===== config.mk =====
export PLATFORM = sky130hd
export DESIGN_NAME = turtle_state_dumper_flat
export DESIGN_NICKNAME = d
export VERILOG_FILES = /design/src/rtl/turtle_cpu_pkg.sv /design/src/rtl/turtle_state_dumper_if.sv /design/src/rtl/turtle_state_dumper.sv /design/src/flat_wrapper.sv
export SDC_FILE = /design/constraint.sdc
export NUM_CORES = 1
export LEC_CHECK = 0
export BUFFER_PORTS_ARGS = -buffer_cell sky130_fd_sc_hd__buf_2
export CORE_ASPECT_RATIO = 1.25
export CORE_MARGIN = 4
export CORE_UTILIZATION = 50
export CTS_CLUSTER_DIAMETER = 200
export DETAILED_ROUTE_END_ITERATION = 16
export GPL_TIMING_DRIVEN = 0
export PLACE_DENSITY = 0.75
export SLEW_MARGIN = 20
export SYNTH_ARGS = -nofsm -noshare
export SYNTH_HDL_FRONTEND = slang
export SYNTH_SLANG_ARGS = --single-unit

===== constraint.sdc =====
create_clock -name clk -period 2.58 [get_ports clk]
set_clock_uncertainty 0.05 [all_clocks]
set_input_delay 0.258 -clock clk [delete_from_list [all_inputs] [get_ports clk]]
set_output_delay 0.258 -clock clk [all_outputs]
set_load 0.02 [all_outputs]

===== src/rtl/turtle_cpu_pkg.sv =====
`default_nettype none
// ============================================================================
// turtle_cpu_pkg : shared constants and types for the turtle CPU blocks
// Rev 1.0
// ============================================================================
package turtle_cpu_pkg;

  localparam int          DATA_WIDTH       = 8;
  localparam int          REGISTER_COUNT   = 16;
  localparam int          RF_ADDR_WIDTH    = $clog2(REGISTER_COUNT);
  localparam logic [7:0]  DUMP_HEADER_BYTE = 8'hA5;

  typedef enum logic [2:0] {
    DS_IDLE     = 3'd0,
    DS_SEND_HDR = 3'd1,
    DS_FETCH    = 3'd2,
    DS_CAPTURE  = 3'd3,
    DS_SEND     = 3'd4,
    DS_SEND_SUM = 3'd5
  } dump_state_t;

  typedef enum logic {
    REGION_DMEM = 1'b0,
    REGION_RF   = 1'b1
  } dump_region_t;

endpackage
`default_nettype wire


===== src/rtl/turtle_state_dumper_if.sv =====
`default_nettype none
// ============================================================================
// turtle_state_dumper_if : valid/ready byte stream out of the state dumper
// Rev 1.0
// ============================================================================
interface turtle_state_dumper_if;

  logic [turtle_cpu_pkg::DATA_WIDTH-1:0] tx_data;
  logic                                  tx_valid;
  logic                                  tx_ready;

  modport master (output tx_data, output tx_valid, input tx_ready);
  modport slave  (input tx_data, input tx_valid, output tx_ready);

endinterface
`default_nettype wire


===== src/rtl/turtle_state_dumper.sv =====
`default_nettype none
// ============================================================================
// turtle_state_dumper : streams header, dmem, register file and checksum
// Rev 1.0
// ============================================================================
module turtle_state_dumper
  import turtle_cpu_pkg::*;
#(
  parameter int DMEM_ADDR_WIDTH = 8
) (
  input  wire logic                       clk,
  input  wire logic                       reset,
  input  wire logic                       start,
  output logic                            busy,
  output logic                            done,
  output logic [DMEM_ADDR_WIDTH-1:0]      dmem_rd_addr,
  input  wire logic [DATA_WIDTH-1:0]      dmem_rd_data,
  output logic [RF_ADDR_WIDTH-1:0]        rf_rd_addr,
  input  wire logic [DATA_WIDTH-1:0]      rf_rd_data,
  turtle_state_dumper_if.master           tx
);

  // Index must also be able to walk all register-file entries for narrow dmem.
  localparam int IDX_WIDTH = (DMEM_ADDR_WIDTH > RF_ADDR_WIDTH) ? DMEM_ADDR_WIDTH
                                                                : RF_ADDR_WIDTH;
  localparam logic [IDX_WIDTH-1:0] DMEM_LAST = IDX_WIDTH'({DMEM_ADDR_WIDTH{1'b1}});
  localparam logic [RF_ADDR_WIDTH-1:0] RF_LAST = {RF_ADDR_WIDTH{1'b1}};

  dump_state_t             state;
  dump_region_t            region;
  logic [IDX_WIDTH-1:0]    index;
  logic [DATA_WIDTH-1:0]   checksum;

  logic                    handshake;
  logic                    dmem_last;
  logic                    rf_last;
  logic [IDX_WIDTH-1:0]    index_next;
  logic [DATA_WIDTH-1:0]   rd_byte;

  assign handshake  = tx.tx_valid & tx.tx_ready;
  assign dmem_last  = (index == DMEM_LAST);
  assign rf_last    = (index[RF_ADDR_WIDTH-1:0] == RF_LAST);
  assign index_next = index + 1'b1;
  assign rd_byte    = (region == REGION_RF) ? rf_rd_data : dmem_rd_data;

  always_ff @(posedge clk or posedge reset) begin
    if (reset) begin
      state        <= DS_IDLE;
      region       <= REGION_DMEM;
      index        <= '0;
      checksum     <= '0;
      busy         <= 1'b0;
      done         <= 1'b0;
      tx.tx_data   <= '0;
      tx.tx_valid  <= 1'b0;
      dmem_rd_addr <= '0;
      rf_rd_addr   <= '0;
    end else begin
      done <= 1'b0;
      case (state)
        DS_IDLE: begin
          if (start) begin
            state        <= DS_SEND_HDR;
            region       <= REGION_DMEM;
            index        <= '0;
            checksum     <= '0;
            busy         <= 1'b1;
            tx.tx_data   <= DUMP_HEADER_BYTE;
            tx.tx_valid  <= 1'b1;
            dmem_rd_addr <= '0;
            rf_rd_addr   <= '0;
          end
        end

        DS_SEND_HDR: begin
          if (handshake) begin
            tx.tx_valid <= 1'b0;
            state       <= DS_FETCH;
          end
        end

        // Address was registered on entry; the read port answers next cycle.
        DS_FETCH: begin
          state <= DS_CAPTURE;
        end

        DS_CAPTURE: begin
          tx.tx_data  <= rd_byte;
          tx.tx_valid <= 1'b1;
          checksum    <= checksum + rd_byte;
          state       <= DS_SEND;
        end

        DS_SEND: begin
          if (handshake) begin
            tx.tx_valid <= 1'b0;
            if ((region == REGION_DMEM) && dmem_last) begin
              region       <= REGION_RF;
              index        <= '0;
              dmem_rd_addr <= '0;
              rf_rd_addr   <= '0;
              state        <= DS_FETCH;
            end else if ((region == REGION_RF) && rf_last) begin
              tx.tx_data  <= checksum;
              tx.tx_valid <= 1'b1;
              state       <= DS_SEND_SUM;
            end else begin
              index <= index_next;
              if (region == REGION_DMEM) begin
                dmem_rd_addr <= index_next[DMEM_ADDR_WIDTH-1:0];
              end else begin
                rf_rd_addr <= index_next[RF_ADDR_WIDTH-1:0];
              end
              state <= DS_FETCH;
            end
          end
        end

        DS_SEND_SUM: begin
          if (handshake) begin
            tx.tx_valid <= 1'b0;
            done        <= 1'b1;
            busy        <= 1'b0;
            state       <= DS_IDLE;
          end
        end

        default: begin
          state <= DS_IDLE;
        end
      endcase
    end
  end

endmodule
`default_nettype wire


===== src/flat_wrapper.sv =====
// flat-port wrapper written by rule: the top's interface ports become plain ports
module turtle_state_dumper_flat import turtle_cpu_pkg::*;
#(
  parameter int DMEM_ADDR_WIDTH = 8
)
  (clk, reset, start, busy, done, dmem_rd_addr, dmem_rd_data, rf_rd_addr, rf_rd_data, tx_tx_data, tx_tx_valid, tx_tx_ready);
  turtle_state_dumper_if tx_i ();
  input  wire logic clk;
  input  wire logic reset;
  input  wire logic start;
  output logic busy;
  output logic done;
  output logic [DMEM_ADDR_WIDTH-1:0] dmem_rd_addr;
  input  wire logic [DATA_WIDTH-1:0] dmem_rd_data;
  output logic [RF_ADDR_WIDTH-1:0] rf_rd_addr;
  input  wire logic [DATA_WIDTH-1:0] rf_rd_data;
  output wire logic [$bits(tx_i.tx_data)-1:0] tx_tx_data;
  output wire logic [$bits(tx_i.tx_valid)-1:0] tx_tx_valid;
  input wire logic [$bits(tx_i.tx_ready)-1:0] tx_tx_ready;
  assign tx_tx_data = tx_i.tx_data;
  assign tx_tx_valid = tx_i.tx_valid;
  assign tx_i.tx_ready = tx_tx_ready;
  turtle_state_dumper #(.DMEM_ADDR_WIDTH(DMEM_ADDR_WIDTH)) u_core (.clk(clk), .reset(reset), .start(start), .busy(busy), .done(done), .dmem_rd_addr(dmem_rd_addr), .dmem_rd_data(dmem_rd_data), .rf_rd_addr(rf_rd_addr), .rf_rd_data(rf_rd_data), .tx(tx_i));
endmodule

== After elaboration in Yosys (flattened, before gate mapping) ==
Cells that the tools add are included.

* Bits in registers: 43
* Logic and storage cells: 93

* Add/sub/neg operators: 2
* Eq/ne operators: 18
* Mux-type cells: 43
* Bitwise operators: 2
* Reductions and logical operators: 18

{| class="wikitable"
|+ Operators by type and width
! cell !! number
|-
| 8-bit two-way mux || 13
|-
| 8-bit case mux with 2 select lines || 3
|-
| 8-bit case mux with 3 select lines || 1
|-
| 4-bit two-way mux || 5
|-
| 3-bit two-way mux || 6
|-
| 3-bit case mux with 6 select lines || 1
|-
| 4-bit AND reduction || 4
|-
| 5-bit AND reduction || 3
|-
| 2-bit by 1-bit inequality test with 1-bit output, second input constant || 6
|-
| 1-bit two-way mux || 10
|-
| 8-bit by 1-bit adder with 8-bit output, second input constant || 1
|-
| 8-bit adder || 1
|-
| 8-bit equality test, second input constant || 1
|-
| 4-bit case mux with 2 select lines || 1
|-
| 3-bit by 2-bit equality test with 1-bit output, second input constant || 2
|-
| 3-bit equality test, second input constant || 2
|-
| 2-bit nonzero test || 3
|-
| 4-bit equality test, second input constant || 1
|-
| 2-bit inequality test, second input constant || 2
|-
| 1-bit case mux with 2 select lines || 2
|-
| 1-bit case mux with 4 select lines || 1
|-
| 4-bit nonzero test || 1
|-
| 3-bit by 1-bit equality test with 1-bit output, second input constant || 1
|-
| 3-bit logical NOT || 1
|-
| other kinds (10) || 11
|}

== Depth between registers and ports, before layout ==
Gate-level depths: netlist of run 1.

* Depth after elaboration: 6
* Mapped depth: 9

== Least setup slack after synthesis of run 1 ==
OpenSTA, ideal clock, no wires.

* Path type: reg2reg
* Start: reg u_core.region
* End: reg u_core.checksum[6]
* Setup time: 0.127 ns
* Data arrival time: 2.394 ns
* Data required time: 2.403 ns
* Setup slack: 0.009 ns
* Cell stages (with the launch flop): 10
* Path buffers: 1
* Clock period less this slack: 2.571 ns
* Cells stage by stage: dfrtp_1 clkbuf_1 mux2_2 ha_1 fa_1 a21o_1 a21oi_1 o21bai_1 mux2i_1 nand3_1

* Longest elaborated chain between the ends: 3

{| class="wikitable"
|+ Ends and longest elaborated chain
! item !! line !! RTL
|-
| from (decl) || turtle_state_dumper.sv:30 || <nowiki>dump_region_t region;</nowiki>
|-
| from (signal assigned) || turtle_state_dumper.sv:49 || <nowiki>region <= REGION_DMEM;</nowiki>
|-
| from (signal assigned) || turtle_state_dumper.sv:64 || <nowiki>region <= REGION_DMEM;</nowiki>
|-
| from (signal assigned) || turtle_state_dumper.sv:98 || <nowiki>region <= REGION_RF;</nowiki>
|-
| 8-bit two-way mux || turtle_state_dumper.sv:44 || <nowiki>assign rd_byte = (region == REGION_RF) ? rf_rd_data : dmem_rd_data;</nowiki>
|-
| 8-bit adder || turtle_state_dumper.sv:90 || <nowiki>checksum <= checksum + rd_byte;</nowiki>
|-
| 8-bit case mux with 2 select lines || turtle_state_dumper.sv:60 || <nowiki>case (state)</nowiki>
|-
| to (signal assigned) || turtle_state_dumper.sv:90 ||
|-
| to (decl) || turtle_state_dumper.sv:32 || <nowiki>logic [DATA_WIDTH-1:0] checksum;</nowiki>
|}

No other way between the ends.
A chain may end at the register's enable or synchronous reset.

== Worst setup path in the final report of run 1 ==
* Start: reg u_core.region
* End: reg u_core.checksum[7]

Same word-level chain as after synthesis.

==> out/qor.csv, run 1 <==
metric,value,unit
outcome,"complete, no violations",
gp_congestion,0.840,
post-route-cell-area,0.00294,mm2
start_util,51.8,%
slew_headroom,54.2,%
multiInputGateArea,0.00131,mm2
routed_wl,5720,um
synth_area,0.00247,mm2
yosysTopAreaCell,dfrtp_1,
fmax,0.402,GHz
rows,28,
drive_gt1_share,28.5,%
io_buffer_count,42,
track_usage,20.4,%
power.sequential.fraction,37.6,%
synth_nets,281,
finalMaxSlewViolations,0,
drt_pass1_iterations,4,
p_comb_share,40.1,%
cellPowerDensity,810,mW/mm2
core,0.00476,mm2
r2r-end,u_core.checksum[7]$_DFFE_PP0P_,
drc,0,
drv_cap,0,
detail-route-antenna-nets,0,
p_sw,925,uW
post_drt_wl_per_cell,15.7,um
synth_seq_cells,43,
switching_share,38.8,%
hold_start,start,
min_to,u_core.busy$_DFFE_PP0P_,
intPower,1.46,mW
pin_count,43,
synth_edf_count,0,
ir_worst_vdd,0.000443,V
grt_pass1_vias,2106,
hold_viol_final,0,
start_kind,flip-flop,
dr.first_iter.drc_count,117,
min_period,2.49,ns
yosysWarnings,0,
worstSkewPairLatency,0.30,ns
cp_max_fo,10,
required,2.70,ns
synth_area_leaders,"dfrtp_1 (44%), mux2_2 (4.6%), o21ai_0 (4.3%), ha_1 (4.1%), o31ai_1 (4.0%)",
cts.clk_slew.worst_paths,0.08,ns
worstSetupPathType,reg -> reg,
tightest_slew,0.683,ns
cp-end-kind,flip-flop,
num_vias,2086,
grt_max_degree,25,
cts_tree,built,
synth-seq-area-share,43.6,%
grt_antenna_before_repair,0,
viasPerCell,5.72,
setup_viol,0,
syn_to_final_growth,19.2,%
cts_buffers,5,
synth.distinct_cells,48,
num_antenna_cells,0,
die_area,0.00614,mm2
placed_cell_area,0.00278,mm2
final-seq-area,0.00108,mm2
worstPathArrival,2.61,ns
grt_remaining_overflow,0,
syn_area_per_cell,9.80,um2
reg2reg_from,u_core.region$_DFFE_PP0P_,
syn_inst,252,
clkPwrFrac,22.4,%
die_y,86.6,um
async_flop_share,100,%
cts_buffer_depth,2,
reg2reg_depth,8,
hp-class,in -> reg,
period_share,96.5,%
grt_pass1_wl,9910,um
ctsRootBufferMaster,clkbuf_8,
dieWidth,70.9,um
hpwlAfterDp,4220,um
cts.sinks,43,
worstHoldPathCells,3,
r2r_slack,0.09,ns
p_leak,1.35,nW
htreeDepth,2,
synth_top_flop_cell,dfrtp_1,
power.total,2.38,mW
fill_cells,431,
final_nets,333,
synth_top_area_share,43.6,%
-- metal layers --
layer,part of all wire [%],global-route usage [%]
met4,1.9,8.03
met5,0,0
met2,52,36.2
met3,4.9,3.25
met1,41,24.6
-- cells by family after synthesis --
family	after synthesis	share of synthesized area (%)
simple gates	76	16.3
fa+ha+maj	9	4.86
flops	43	43.6
compound gates	82	22.1
xor+xnor	10	3.55
mux	12	5.37
buf+inv	20	4.25
-- registers in the layout, summed over array words and instances (netlist names) --
name                 flops
u_core.region            1
u_core.dmem_rd_addr      8
u_core.tx.tx_data        8
u_core.index             8
u_core.tx.tx_valid       1
u_core.state             3
u_core.checksum          8
u_core.busy              1
u_core.rf_rd_addr        4
u_core.done              1
-- what timing repair did --
action / in CTS / in global routing
gates cloned: 0 / 0
hold buffers: 1 / 0
gates resized for setup: 5 / 4
hold endpoints to repair: 23 / 0
endpoints found under the setup margin: 4 / 2
pin swaps: 0 / 0
setup buffers: 1 / 0
-- power groups by stage --
stage	clock, mW	sequential [mW]	combinational, mW
floorplan	0	0.978	0.609
global placement	0	0.903	0.916
detailed placement	0	0.906	0.941
CTS	0.547	0.895	0.948
global route	0.579	0.918	1.06
finish	0.533	0.895	0.955
-- layout make-up --
type | count | share of cell area (%)
Buffer | 15 | 3.27
Clock buffer | 5 | 2.34
Clock inverter | 3 | 1.49
Inverter | 5 | 0.637
Multi-Input combinational cell | 189 | 44.5
Sequential cell | 43 | 36.6
Tap cell | 60 | 2.55
Timing Repair Buffer | 45 | 8.67
-- cell usage in the layout, fill, tap and decap left out, drive strengths merged, types with 4 or more instances in the layout --
cell type | netlist | routed
xnor2 | 7 | 7
o31ai | 15 | 15
nor3b | 5 | 5
o21ai | 27 | 27
a22oi | 4 | 4
inv | 5 | 5
nand2 | 21 | 21
ha | 8 | 8
mux2 | 10 | 10
a21o | 4 | 4
clkbuf | 6 | 11
nand3 | 6 | 6
nor2 | 17 | 17
and3 | 6 | 6
nand4 | 4 | 4
dfrtp | 43 | 43
nand2b | 6 | 6
buf | 9 | 53
a21oi | 15 | 15
-- worst max path at each step --
stage / endpoint / from / depth (start not counted) / slack, ns
finish: u_core.checksum[7]$_DFFE_PP0P_ / u_core.region$_DFFE_PP0P_ / 8 / 0.09
global route: u_core.checksum[7]$_DFFE_PP0P_ / u_core.region$_DFFE_PP0P_ / 8 / -0.02
CTS: u_core.checksum[6]$_DFFE_PP0P_ / u_core.region$_DFFE_PP0P_ / 9 / 0.04
detailed placement: u_core.checksum[7]$_DFFE_PP0P_ / u_core.region$_DFFE_PP0P_ / 8 / -0.46
global placement: u_core.checksum[6]$_DFFE_PP0P_ / u_core.region$_DFFE_PP0P_ / 9 / -0.41
floorplan: u_core.checksum[6]$_DFFE_PP0P_ / u_core.region$_DFFE_PP0P_ / 9 / 0.009
-- synth_stat cells (all sizes together) (2+ instances only) --
cell type  number
a21o            4
a21oi          15
a22o            2
a22oi           4
a31oi           2
and2            2
and3            6
buf             9
clkbuf          6
dfrtp          43
ha              8
inv             5
mux2           10
mux2i           2
nand2          21
nand2b          6
nand3           6
nand4           4
nor2           17
nor2b           3
nor3b           5
o21ai          27
o21bai          2
o22ai           3
o2bb2ai         3
o31ai          15
xnor2           7
xor2            3
-- stage by stage --
step	cells	hold WS [ns]	setup WS (ns)	util (%)	TNS, ns
2_1_floorplan	252	0.396	0.00869	-	0
4_1_cts	365	0.231	0.0353	61.4	0
3_3_place_gp	354	0.405	-0.411	57.8	-1.04
6_report	365	0.236	0.0898	61.8	0
3_5_place_dp	355	0.287	-0.455	58.4	-1.23
5_1_grt	365	0.278	-0.0212	61.8	-0.0212
-- worst max-delay path: stages (launching register included) --
cell,delay [ns]
dfrtp_2,0.38
clkbuf_8,0.19
mux2_2,0.39
ha_1,0.31
a211oi_2,0.23
o21ai_2,0.13
o311a_1,0.32
o31ai_2,0.25
o31ai_1,0.10
(Power assumes the default switching activity.)
==> inputs of run 2 (changes only) <==
--- a/config.mk
+++ b/config.mk
@@ -13,6 +13,7 @@
 export DETAILED_ROUTE_END_ITERATION = 16
 export GPL_TIMING_DRIVEN = 0
 export PLACE_DENSITY = 0.75
+export SETUP_SLACK_MARGIN = 0.3
 export SLEW_MARGIN = 20
 export SYNTH_ARGS = -nofsm -noshare
 export SYNTH_HDL_FRONTEND = slang
==> run 2 against run 1 <==
Count of clock-buffer cells in the layout is the same. Critical path depth grew 1. Wire length grew 3.0%. Maximum frequency increased by 7.2%.
==> out/qor.csv, run 2 (synthesis results as in run 1) <==
metric,value,unit,change
outcome,"complete, no violations",,unchanged
fin_cells,374,,was 365
cts_buffer_depth,2,,unchanged
grt_max_degree,29,,was 25
layout_commonest_cell,buf_2,,unchanged
period_share,90.0,%,was 96.5%
slew_headroom,61.1,%,was 54.2%
cp-end-kind,flip-flop,,unchanged
syn_to_final_growth,24.9,%,was 19.2%
cellPowerDensity,765,mW/mm2,was 810 mW/mm2
pin_count,43,,unchanged
setup_viol,0,,unchanged
post_drt_wl_per_cell,15.8,um,was 15.7 um
start_kind,flip-flop,,unchanged
dp.cells,355,,unchanged
cp_slowest_cell,dfrtp_2,,was mux2_2
rsz0062_at_grt,yes,,
drc,0,,unchanged
rows,28,,unchanged
whs,0.251,ns,was 0.236 ns
cts_tree,built,,unchanged
multiInputGateArea,0.00141,mm2,was 0.00131 mm2
die_y,86.6,um,unchanged
detail-route-antenna-nets,0,,unchanged
num_antenna_cells,0,,unchanged
min_period,2.32,ns,was 2.49 ns
hp-class,in -> reg,,unchanged
routed_wl,5890,um,was 5720 um
gp_congestion,0.868,,was 0.840
grt_pass1_wl,9980,um,was 9910 um
final_nets,342,,was 333
wl_met1,2460,um,was 2350 um
worstSetupPathType,reg -> reg,,unchanged
cp_max_fo,8,,was 10
grt_antenna_before_repair,0,,unchanged
ir_worst_vdd,0.000428,V,was 0.000443 V
path_cells,clkbuf_16 -> mux2_4 -> ha_4 -> fa_2 -> a21o_1 -> a21oi_2 -> o21bai_1 -> mux2i_1 -> nand3_1,,was clkbuf_8 -> mux2_2 -> ha_1 -> a211oi_2 -> o21ai_2 -> o311a_1 -> o31ai_2 -> o31ai_1
io_buffer_count,42,,unchanged
p_leak,1.40,nW,was 1.35 nW
drv_cap,0,,unchanged
cp_num_buf_inv,1,,unchanged
dr.first_iter.drc_count,127,,was 117
cts.clk_slew.worst_paths,0.08,ns,about the same
finalMaxSlewViolations,0,,unchanged
cts_buffers,5,,unchanged
worstSkewPairLatency,0.30,ns,about the same
core,0.00476,mm2,unchanged
start_util,51.8,%,unchanged
tns,0,ns,unchanged
num_vias,2144,,"was 2,086"
final-seq-area,0.00108,mm2,unchanged
grt_remaining_overflow,0,,unchanged
tightest_slew,0.583,ns,was 0.683 ns
met2_length,3060,um,was 2980 um
critPathTopFamily,adder cells,,was compound AO/OA/AOI/OAI gates
hold_viol_final,0,,unchanged
layout_common_cells,"buf_2 (47), dfrtp_1 (42), nand2_1 (21)",,"was buf_2 (48), dfrtp_1 (42), nand2_1 (21), o21ai_0 (21), nor2_1 (17)"
track_usage,20.2,%,was 20.4%
dr_wl_met3,273,um,was 279 um
required,2.71,ns,was 2.70 ns
hpwlAfterDp,4210,um,was 4220 um
drt_pass1_iterations,4,,unchanged
ctsRootBufferMaster,clkbuf_8,,unchanged
top_layer,met4,,unchanged
placed_cell_area,0.00285,mm2,was 0.00278 mm2
post-route-cell-area,0.00309,mm2,was 0.00294 mm2
viasPerCell,5.73,,was 5.72
worstPathArrival,2.45,ns,was 2.61 ns
fill_cells,410,,was 431
crit_path_max_incr_delay,0.43,ns,was 0.39 ns
cts.sinks,43,,unchanged
fmax,0.431,GHz,was 0.402 GHz
dieWidth,70.9,um,unchanged
drive_gt1_share,32.8,%,was 28.5%
grt_pass1_vias,2150,,"was 2,106"
htreeDepth,2,,unchanged
die_area,0.00614,mm2,unchanged
[run 2: cell types whose count changed in the layout (fill, tap and decap cells not counted), sizes merged]
cell / delta
bufinv: -1
clkinv: +1
clkbuf: +1
buf: +8
[run 2: worst paths after layout]
kind | end | slack, ns | cells after the start | start
min reg2reg | u_core.dmem_rd_addr[4]$_DFFE_PP0P_ | 0.42 | 2 | u_core.dmem_rd_addr[4]$_DFFE_PP0P_
max | u_core.checksum[6]$_DFFE_PP0P_ | 0.26 | 9 | u_core.region$_DFFE_PP0P_
min in group asynchronous | u_core.rf_rd_addr[0]$_DFFE_PP0P_ | 0.41 | 3 | reset
max reg2reg | u_core.checksum[6]$_DFFE_PP0P_ | 0.26 | 9 | u_core.region$_DFFE_PP0P_
max in group asynchronous | u_core.region$_DFFE_PP0P_ | 1.60 | 4 | reset
min | u_core.tx.tx_valid$_DFFE_PP0P_ | 0.25 | 4 | tx_tx_ready
[run 2: worst min-delay path, cell delays in order]
cell,delay [ns]
buf_2,0.11
nand2b_1,0.06
o21ai_0,0.06
o21ai_0,0.07
[run 2: cell type report]
cell class	count	share of cell area (%)
multi-input combinational	189	45.5
sequential	43	34.9
timing repair buffer	54	10.2
buffer	15	3.57
tap	60	2.43
clock buffer	5	2.23
inverter	5	0.608
clock inverter	3	0.487
[run 2: where the power goes]
group	internal, mW	switching (mW)
combinational	0.425	0.602
sequential	0.799	0.105
clock	0.186	0.242
total	1.41	0.950
[run 2: layer usage]
| layer | vias to the layer above | track usage [%] |
|---|---|---|
| li1 | 1040 | - |
| met1 | 1038 | 24.4 |
| met2 | 54 | 35.7 |
| met3 | 12 | 4.41 |
| met4 | 0 | 6.84 |
| met5 | - | 0 |
[run 2: timing repair]
item / 4_1_cts / 5_1_grt
gates resized for setup: 5 / 7
setup endpoints to repair: 6 / 14
pin swaps: 7 / 4
buffers inserted: 7 / 3
hold endpoints to repair: 15 / 0
hold buffers: 1 / 0
[run 2: through the flow]
stage / power (mW) / util, % / setup WS, ns
5_1_grt: 2.52 / 64.8 / 0.192
3_5_place_dp: 1.88 / 59.8 / 0.0217
2_1_floorplan: 1.62 / - / 0.290
4_1_cts: 2.34 / 63.4 / 0.281
3_3_place_gp: 1.86 / 59.3 / 0.0276
6_report: 2.36 / 64.8 / 0.257
==> inputs of run 3 (changes only) <==
--- a/config.mk
+++ b/config.mk
@@ -7,11 +7,11 @@
 export LEC_CHECK = 0
 export BUFFER_PORTS_ARGS = -buffer_cell sky130_fd_sc_hd__buf_2
 export CORE_ASPECT_RATIO = 1.25
-export CORE_MARGIN = 4
 export CORE_UTILIZATION = 50
 export CTS_CLUSTER_DIAMETER = 200
 export DETAILED_ROUTE_END_ITERATION = 16
 export GPL_TIMING_DRIVEN = 0
+export MAX_ROUTING_LAYER = met4
 export PLACE_DENSITY = 0.75
 export SETUP_SLACK_MARGIN = 0.3
 export SLEW_MARGIN = 20
==> run 3 against run 2 <==
Combinational power about the same. Critical path type unchanged. Flip-flop and latch count unchanged. Sequential share of layout area is 0.24 points higher. Count of clock-buffer cells in the layout unchanged. Final area shrank 0.57%. Largest cell class unchanged. Final cell count fell by 0.80%. Largest power group unchanged. Via count is 2.1% lower.
==> out/qor.csv, run 3 (synthesis results as in run 1) <==
metric,value,unit,change
hp-class,in -> reg,,unchanged
hold_start,tx_tx_ready,,unchanged
cts_tree,built,,unchanged
cp-end-kind,flip-flop,,unchanged
die_area,0.00523,mm2,was 0.00614 mm2
htreeDepth,2,,unchanged
grt_pass1_wl,9340,um,was 9980 um
post-route-cell-area,0.00307,mm2,was 0.00309 mm2
start_util,52.2,%,was 51.8%
wl_met1,2380,um,was 2460 um
fin_cells,371,,was 374
num_vias,2100,,"was 2,144"
drc,0,,unchanged
gp_congestion,0.846,,was 0.868
dr.first_iter.drc_count,86,,was 127
fmax,0.429,GHz,was 0.431 GHz
met2_length,3030,um,was 3060 um
cts_buffers,5,,unchanged
grt_remaining_overflow,0,,unchanged
post_drt_wl_per_cell,15.3,um,was 15.8 um
reg2reg_from,u_core.region$_DFFE_PP0P_,,unchanged
detail-route-antenna-nets,0,,unchanged
r2r_slack,0.25,ns,was 0.26 ns
dp.cells,355,,unchanged
hold_viol_final,0,,unchanged
start_kind,flip-flop,,unchanged
dieWidth,64.9,um,was 70.9 um
grt_max_degree,29,,unchanged
cellPowerDensity,774,mW/mm2,was 765 mW/mm2
worstSetupPathType,reg -> reg,,unchanged
slew_headroom,55.6,%,was 61.1%
die_y,80.6,um,was 86.6 um
pin_count,43,,unchanged
hpwlAfterDp,4060,um,was 4210 um
required,2.70,ns,was 2.71 ns
routed_wl,5670,um,was 5890 um
rows,28,,unchanged
finalMaxSlewViolations,0,,unchanged
outcome,"complete, no violations",,unchanged
num_antenna_cells,0,,unchanged
setup_viol,0,,unchanged
worstHoldPathCells,4,,unchanged
track_usage,24.3,%,was 20.2%
cp_max_fo,8,,unchanged
tightest_slew,0.662,ns,was 0.583 ns
cts.sinks,43,,unchanged
worstSkewPairLatency,0.30,ns,about the same
fill_cells,388,,was 410
rsz0062_at_grt,yes,,unchanged
grt_pass1_vias,2079,,"was 2,150"
syn_to_final_growth,24.2,%,was 24.9%
cts_buffer_depth,2,,unchanged
viasPerCell,5.66,,was 5.73
min_period,2.33,ns,was 2.32 ns
final_nets,339,,was 342
grt_antenna_before_repair,0,,unchanged
placed_cell_area,0.00285,mm2,unchanged
reg2reg_depth,8,,was 9
min_to,u_core.tx.tx_valid$_DFFE_PP0P_,,unchanged
p_leak,1.36,nW,was 1.40 nW
drt_pass1_iterations,4,,unchanged
period_share,90.4,%,was 90.0%
drv_cap,0,,unchanged
dr_wl_met3,197,um,was 273 um
core,0.00473,mm2,was 0.00476 mm2
cts.clk_slew.worst_paths,0.08,ns,about the same
io_buffer_count,42,,unchanged
ir_worst_vdd,0.000374,V,was 0.000428 V
worstPathArrival,2.45,ns,about the same
top_layer,met4,,unchanged
layout_common_cells,"buf_2 (48), dfrtp_1 (41), nand2_1 (21), o21ai_0 (21), nor2_1 (17)",,"was buf_2 (47), dfrtp_1 (42), nand2_1 (21)"
ctsRootBufferMaster,clkbuf_8,,unchanged
drive_gt1_share,33.1,%,was 32.8%
r2r-end,u_core.checksum[7]$_DFFE_PP0P_,,was u_core.checksum[6]$_DFFE_PP0P_
layout_commonest_cell,buf_2,,unchanged
run 3: worst max path at each step:
| stage | cells past startpoint | slack, ns | from | endpoint |
|---|---|---|---|---|
| 2_1_floorplan | 8 | 0.29 | u_core.region$_DFFE_PP0P_ | u_core.checksum[7]$_DFFE_PP0P_ |
| 3_3_place_gp | 9 | 0.04 | u_core.region$_DFFE_PP0P_ | u_core.checksum[6]$_DFFE_PP0P_ |
| 3_5_place_dp | 8 | -0.02 | u_core.region$_DFFE_PP0P_ | u_core.checksum[7]$_DFFE_PP0P_ |
| 4_1_cts | 8 | 0.29 | u_core.region$_DFFE_PP0P_ | u_core.checksum[7]$_DFFE_PP0P_ |
| 5_1_grt | 8 | 0.18 | u_core.region$_DFFE_PP0P_ | u_core.checksum[7]$_DFFE_PP0P_ |
| 6_report | 8 | 0.25 | u_core.region$_DFFE_PP0P_ | u_core.checksum[7]$_DFFE_PP0P_ |
run 3: per-layer routing:
metal | vias to the layer above | GRT usage [%]
li1 | 1030 | -
met1 | 1016 | 26.4
met2 | 47 | 43.2
met3 | 7 | 4.69
met4 | 0 | 9.78
met5 | - | -
run 3: report_power, final:
part           internal [mW]  total, mW  switching [mW]
logic                  0.419       1.02           0.604
registers              0.801      0.911           0.110
clock network          0.189      0.440           0.251
total                   1.41       2.37           0.965
run 3: critical path, cell delays in order, from the launching register on:
cell and delay (ns):
dfrtp_2 0.44, clkbuf_16 0.17, mux2_4 0.32, ha_4 0.23, o211ai_1 0.22, o21ai_2 0.14
o311a_1 0.32, o31ai_2 0.19, o31ai_1 0.12
run 3: what timing repair did:
| item | in CTS | in global routing |
|---|---|---|
| hold buffers | 1 | 0 |
| resized for setup | 6 | 5 |
| hold endpoints to repair | 15 | 0 |
| pin swaps | 7 | 3 |
| setup buffers | 7 | 0 |
| setup endpoints to repair | 4 | 8 |
run 3: through the flow:
stage / hold slack, ns / setup WS (ns) / utilization, % / setup TNS [ns] / total power [mW]
final: 0.247 / 0.248 / 64.9 / 0 / 2.37
after global routing: 0.292 / 0.178 / 64.9 / 0 / 2.53
after CTS: 0.251 / 0.293 / 64.1 / 0 / 2.35
after detailed placement: 0.195 / -0.0154 / 60.2 / -0.0154 / 1.89
after global placement: 0.405 / 0.0443 / 59.8 / 0 / 1.86
after floorplan: 0.396 / 0.290 / - / 0 / 1.62
run 3: cell type report:
| type | count | area (um2) | share of cell area (%) |
|---|---|---|---|
| Buffer | 15 | 108 | 3.51 |
| Clock buffer | 5 | 68.8 | 2.24 |
| Clock inverter | 3 | 20.0 | 0.653 |
| Inverter | 5 | 18.8 | 0.612 |
| Multi-Input combinational cell | 189 | 1410 | 45.8 |
| Sequential cell | 43 | 1080 | 35.2 |
| Tap cell | 60 | 75.1 | 2.45 |
| Timing Repair Buffer | 51 | 293 | 9.54 |
